<file path="config.mk">
export PLATFORM = sky130hd
export DESIGN_NAME = decode_ctrl_seq
export DESIGN_NICKNAME = d
export VERILOG_FILES = /design/src/rtl/decode_ctrl_seq.sv
export SDC_FILE = /design/constraint.sdc
export NUM_CORES = 1
export LEC_CHECK = 0
export CORE_AREA = 5 5 61 63
export CTS_BUF_LIST = sky130_fd_sc_hd__clkbuf_4 sky130_fd_sc_hd__clkbuf_8
export CTS_CLUSTER_DIAMETER = 120
export DETAILED_ROUTE_END_ITERATION = 10
export DIE_AREA = 0 0 66 68
export PLACE_DENSITY = 0.81
export SYNTH_ARGS = -nofsm -noshare
export SYNTH_HDL_FRONTEND = slang
export SYNTH_SLANG_ARGS = --single-unit
</file>
<file path="constraint.sdc">
create_clock -name clk -period 1.9 [get_ports clk]
set_clock_uncertainty 0.15 [all_clocks]
set_input_delay 0.57 -clock clk [delete_from_list [all_inputs] [get_ports clk]]
set_output_delay 0.57 -clock clk [all_outputs]
set_load 0.005 [all_outputs]
</file>
<file path="src/rtl/decode_ctrl_seq.sv">
// decode_ctrl_seq
// Decodes a 32-bit instruction word into registered datapath controls behind a
// valid/ready handshake. Most opcodes produce controls one cycle after accept.
// M-extension ops (MUL/DIV) hold the block busy until MULDIV_LAT cycles after
// accept, then present their controls.
//
// Parameters
//   MULDIV_LAT      cycles from accept to out_valid for MUL/DIV, legal 2..15
//   EN_MULDIV       1: opcode 0110011 with funct7 0000001 decodes as MUL/DIV
//                   0: that encoding is treated as illegal
//   EN_ILLEGAL_CHK  1: bad opcode/funct3 combinations raise Illegal
//                   0: unknown opcodes give all-zero controls, Illegal=0
//
// Ports
//   clk, reset_n           clock (rising edge), synchronous active-low reset
//   in_valid, instr        instruction presented / instruction word
//   in_ready               accept possible this cycle
//   flush                  discard held and in-flight decode
//   out_valid, out_ready   registered controls valid / downstream consumes
//   RegWrite .. Illegal    registered decode controls
//   busy                   MUL/DIV in flight
//
// state   | meaning
// --------+------------------------------------------------------------
// IDLE    | accepting; holds the current output until it is consumed
// MD_WAIT | MUL/DIV in flight; counter runs down to the result cycle
module decode_ctrl_seq #(
    parameter int MULDIV_LAT     = 4,
    parameter bit EN_MULDIV      = 1'b1,
    parameter bit EN_ILLEGAL_CHK = 1'b1
) (
    input  logic        clk,
    input  logic        reset_n,
    input  logic        in_valid,
    input  logic [31:0] instr,
    output logic        in_ready,
    input  logic        flush,
    output logic        out_valid,
    input  logic        out_ready,
    output logic        RegWrite,
    output logic [2:0]  ImmSrc,
    output logic        ALUSrc,
    output logic        MemWrite,
    output logic [2:0]  ResultSrc,
    output logic [1:0]  ALUOp,
    output logic        PCResultSrc,
    output logic        MulDiv,
    output logic        Illegal,
    output logic        busy
);

    typedef enum logic {
        IDLE    = 1'b0,
        MD_WAIT = 1'b1
    } state_t;

    // MULDIV_LAT must lie in 2..15 so the load value fits the 4-bit counter.
    // Accept edge plus (LAT-2) countdown edges plus the completion edge gives
    // out_valid exactly MULDIV_LAT cycles after accept.
    localparam logic [3:0] CNT_LOAD = 4'(MULDIV_LAT - 2);

    localparam logic [6:0] OP_LOAD   = 7'b0000011;
    localparam logic [6:0] OP_STORE  = 7'b0100011;
    localparam logic [6:0] OP_R      = 7'b0110011;
    localparam logic [6:0] OP_BRANCH = 7'b1100011;
    localparam logic [6:0] OP_I      = 7'b0010011;
    localparam logic [6:0] OP_JAL    = 7'b1101111;
    localparam logic [6:0] OP_AUIPC  = 7'b0010111;
    localparam logic [6:0] OP_LUI    = 7'b0110111;
    localparam logic [6:0] OP_JALR   = 7'b1100111;

    state_t      state_q, state_d;
    logic [3:0]  cnt_q, cnt_d;
    logic        ov_q, ov_d;
    // {RegWrite, ImmSrc, ALUSrc, MemWrite, ResultSrc, ALUOp, PCResultSrc, MulDiv, Illegal}
    logic [13:0] ctl_q, ctl_d;

    logic [6:0]  op;
    logic [2:0]  funct3;
    logic [6:0]  funct7;
    logic [11:0] dec_row;
    logic        dec_unknown;
    logic        dec_bad;
    logic        dec_md;
    logic        dec_ill;
    logic [11:0] dec_ctrl;
    logic        dec_muldiv;
    logic        accept;
    logic        unused_instr;

    assign op           = instr[6:0];
    assign funct3       = instr[14:12];
    assign funct7       = instr[31:25];
    assign unused_instr = ^{instr[24:15], instr[11:7]};

    always_comb begin
        dec_row     = '0;
        dec_unknown = 1'b0;
        dec_bad     = 1'b0;
        dec_md      = 1'b0;
        case (op)
            OP_LOAD: begin
                dec_row = 12'b1_000_1_0_001_00_0;
                dec_bad = (funct3 == 3'b011) || (funct3 == 3'b110) || (funct3 == 3'b111);
            end
            OP_STORE: begin
                dec_row = 12'b0_001_1_1_000_00_0;
                dec_bad = (funct3 >= 3'b011);
            end
            OP_R: begin
                if (funct7 == 7'b0000001) begin
                    if (EN_MULDIV) begin
                        dec_row = 12'b1_000_0_0_101_10_0;
                        dec_md  = 1'b1;
                    end else begin
                        dec_unknown = 1'b1;
                    end
                end else begin
                    dec_row = 12'b1_000_0_0_000_10_0;
                end
            end
            OP_BRANCH: begin
                dec_row = 12'b0_010_0_0_000_01_0;
                dec_bad = (funct3 == 3'b010) || (funct3 == 3'b011);
            end
            OP_I:     dec_row = 12'b1_000_1_0_000_10_0;
            OP_JAL:   dec_row = 12'b1_011_0_0_010_00_0;
            OP_AUIPC: dec_row = 12'b1_100_0_0_100_00_0;
            OP_LUI:   dec_row = 12'b1_100_0_0_110_00_0;
            OP_JALR: begin
                dec_row = 12'b1_000_1_0_010_10_1;
                dec_bad = (funct3 != 3'b000);
            end
            default: dec_unknown = 1'b1;
        endcase
    end

    // Unknown encodings always zero the controls; funct3 violations only
    // matter when the illegal check is enabled.
    assign dec_ill    = EN_ILLEGAL_CHK && (dec_unknown || dec_bad);
    assign dec_ctrl   = (dec_unknown || dec_ill) ? 12'b0 : dec_row;
    assign dec_muldiv = dec_md && !dec_ill;

    assign in_ready = reset_n && (state_q == IDLE) && (!ov_q || out_ready) && !flush;
    assign accept   = in_valid && in_ready;

    always_comb begin
        state_d = state_q;
        cnt_d   = cnt_q;
        ov_d    = ov_q;
        ctl_d   = ctl_q;
        if (flush) begin
            state_d = IDLE;
            cnt_d   = '0;
            ov_d    = 1'b0;
            ctl_d   = '0;
        end else begin
            case (state_q)
                IDLE: begin
                    if (accept) begin
                        ctl_d = {dec_ctrl, dec_muldiv, dec_ill};
                        if (dec_muldiv) begin
                            state_d = MD_WAIT;
                            cnt_d   = CNT_LOAD;
                            ov_d    = 1'b0;
                        end else begin
                            ov_d = 1'b1;
                        end
                    end else if (ov_q && out_ready) begin
                        ov_d = 1'b0;
                    end
                end
                MD_WAIT: begin
                    if (cnt_q == 4'd0) begin
                        state_d = IDLE;
                        ov_d    = 1'b1;
                    end else begin
                        cnt_d = cnt_q - 4'd1;
                    end
                end
                default: state_d = IDLE;
            endcase
        end
    end

    always_ff @(posedge clk) begin
        if (!reset_n) begin
            state_q <= IDLE;
            cnt_q   <= '0;
            ov_q    <= 1'b0;
            ctl_q   <= '0;
        end else begin
            state_q <= state_d;
            cnt_q   <= cnt_d;
            ov_q    <= ov_d;
            ctl_q   <= ctl_d;
        end
    end

    assign out_valid = ov_q;
    assign busy      = (state_q == MD_WAIT);
    assign {RegWrite, ImmSrc, ALUSrc, MemWrite, ResultSrc, ALUOp, PCResultSrc, MulDiv, Illegal} = ctl_q;

endmodule
</file>
==> parameters.txt <==
Parameter                              Value

Placement
  Final HPWL DP ... 2570 um
  Placed Cells incl. Taps ... 232
  Weighted congestion reported at the end of routability-driven placement ... 0.858
  Setup WS pre-CTS ... -736 ps
  Port Buffers ... 38

Yosys
  Top cells by area in the synthesized netlist ... dfxtp_1, a32o_1, buf_6
  Portion of the post-synthesis area used by sequential elements ... between 30 and 40%
  Syn avg cell area ... 8.91 um2
  Yosys top cell by area ... dfxtp_1
  Syn Nets ... around 160
  Post-Synthesis Cells ... around 130
  Async set-reset flop share out of synthesis ... 0%
  Count of cell types in the netlist ... 43
  Yosys top cell area share ... approximately 36%
  Count of yosys warnings during synthesis ... 0
  FF+latch count, synth ... 20
  Synthesized cell area ... 1110 um2
  Number of enable flip-flop cells after synthesis ... 0
  Top_reg_cell synth ... dfxtp_1

Floorplanning
  Number of I/O pins ... 54
  Number of rows created at floorplan ... 21
  Effective utilization at floorplan ... 35.0%
  Full die area ... 4490 um2
  Die outline height ... 68 um
  X dimension of the die ... 66 um
  Core footprint ... between 3000 and 4000 um2

Power
  Relative contribution of combinational cells to total power ... 19.9%
  Clock share of power ... ~30%
  Internal power summed over all cells ... 0.626 mW
  IR Drop Worst-Case VDD ... 0.408 mV
  NetSw ... 0.218 mW
  Total power after layout ... 0.844 mW
  Power density over the cells ... between 400 and 500 nW/um2
  Switching power share of the total ... 25.9%
  Leakage power summed over all cells ... 1.04 nW
  Power share of the sequential group ... 49.8%

Timing
  Setup-violating endpoint count in the final report ... 0
  Number of max-slew violations in the final report ... 0
  Final worst hold slack ... 326 ps
  Max Fclk ... 0.535 GHz
  Min setup slack post-route ... 30.4 ps
  Min cycle time layout ... 1870 ps
  Worst Tran Pin Value ... between 300 and 400 ps
  Setup repair after global routing missed its margin ... yes
  Tcrit/Tclk final ... 98.4%
  Max-slew headroom ... 77.2%
  Hold Vio Cnt, Final ... 0

Clock tree
  Post-CTS clock slew at the launch and capture registers of the worst setup and hold paths ... 120 ps
  Number of buffers created by CTS ... 3
  Number of sinks handled by clock tree synthesis ... 20
  Clock buffer depth ... 2
  TritonCTS clock tree ... built
  CTS Hold Bufs ... 0
  CTS H-Tree Depth ... 1
  Clock root cell ... clkbuf_4
  Worst-Skew Late Latency ... a little over 300 ps

Worst setup path
  Critical Path Start Type ... primary input
  Crit. End Element ... register
  Worst Path Max Fanout ... 5
  Worst setup path category ... in2reg
  Worst Path Required ... 2010 ps
  Critical Path, Cell by Cell ... clkbuf_2, or4bb_4, nor4_4, a21boi_2, buf_4, nor2_4
  Delay of the slowest cell on the worst path ... approximately 550 ps
  Critical Path Slowest Stage Cell ... or4bb_4
  Data arrival time of the critical path ... 1980 ps

Drt
  WL per Instance ... around 14 um
  Pre-Repair DR Iteration Count ... 4
  Via count ... between 1,000 and 1,500
  Drt drc ... 0
  Number of design-rule violations left by the first detailed-router iteration ... 30
  Antenna Nets Post-Route ... 0
  Detail-routed via count per cell ... 5.09
  Total wire length ... roughly 3400 um

Final layout
  Most common cell after layout, fill and taps aside ... buf_4
  Commonest cells after routing, fill and taps aside ... buf_4, dfxtp_2, dlymetal6s2s_1, nor2_1, dlygate4sd2_1
  Area added between synthesis and finish ... 74.6%
  Antenna cells ... 0
  Post-route insts no fill ... 246
  Post-layout nets ... ~240
  Share of layout cells above drive strength 1 ... 50.5%
  Share of the core filled with cells in the final layout ... 61.2%

Global route
  Remaining global-route overflow ... 0
  Vias in the first global route ... 1,301
  Global Route Usage Sum ... approximately 16%
  First-pass GRT wire length ... 5710 um
  Number of antenna violations at the first check in global routing ... 0
  Pin count of the biggest net entering global routing ... 13

Hold path
  Worst hold path type ... reg2reg

Run
  Max-cap viol count ... 0

Status
  Outcome ... complete, no violations
kinds of logic after synthesis:
group	share of synthesized area, %
flip-flops	36.0
buffers and inverters	9.78
adder cells (fa/ha/maj)	1.12
multiplexers	0.899
AND/OR/NAND/NOR	22.9
AO/OA/AOI/OAI	28.5
XOR/XNOR	0.787
power groups by stage:
stage	Clock, mW	Combinational, mW	Sequential, mW
6_report	0.256	0.168	0.421
2_1_floorplan	0	0.0753	0.431
4_1_cts	0.259	0.170	0.421
5_1_grt	0.285	0.181	0.421
3_5_place_dp	0	0.166	0.430
3_3_place_gp	0	0.160	0.430
registers in the layout (all words and copies together), names as in the netlist:
name       count
busy           1
cnt_q          4
ctl_q         14
out_valid      1
cell usage after synthesis, types with 2 or more instances:
cell type and instances:
dfxtp_1 20, nand2b_1 2, nand2_1 11, nor2_1 13
a211oi_1 2, a32o_1 6, o21ai_0 9, a21o_1 2
inv_1 7, or3_1 2, a22o_1 6, buf_6 5
a21oi_1 7, nand3_1 4
cell type report:
| type | instances | area [um2] |
|---|---|---|
| fill | 272 | 1230 |
| multi-input combinational | 89 | 716 |
| timing repair buffer | 79 | 681 |
| sequential | 20 | 419 |
| tap | 46 | 57.6 |
| clock buffer | 4 | 36.3 |
| inverter | 8 | 35.0 |
metal layers:
metal,up-vias,part of all wire (%),track usage [%]
met2,30,57,30.7
met5,-,0,0
li1,606,-,-
met1,613,38,18.7
met4,0,0.93,4.31
met3,4,4.2,3.61
repair_timing:
item / 4_1_cts / 5_1_grt
buffers inserted: 9 / 1
gates cloned: 1 / 0
pin swaps: 16 / 11
resized for setup: 81 / 33
endpoints found under the setup margin: 32 / 31
per-stage QoR:
step	area, um2	TNS (ps)
after floorplan	1160	-878
after global placement	1760	-12470
after detailed placement	1760	-13860
after CTS	1920	0
after global routing	1940	-46.6
final	1940	0
critical path, delay by kind of cell:
family          cells  cell delay (ps)
simple gates        3              990
compound gates      1              160
buf+inv             2              250
path summary, 6_finish.rpt:
path         depth (start not counted)  startpoint  slack (ps)   endpoint
max                                  6   instr[28]          30       busy
min                                  1   ctl_q[12]         330  ctl_q[12]
max reg2reg                          7    cnt_q[0]         130       busy
min reg2reg                          1   ctl_q[12]         330  ctl_q[12]
Note: power is estimated with default switching activity, not from simulation.
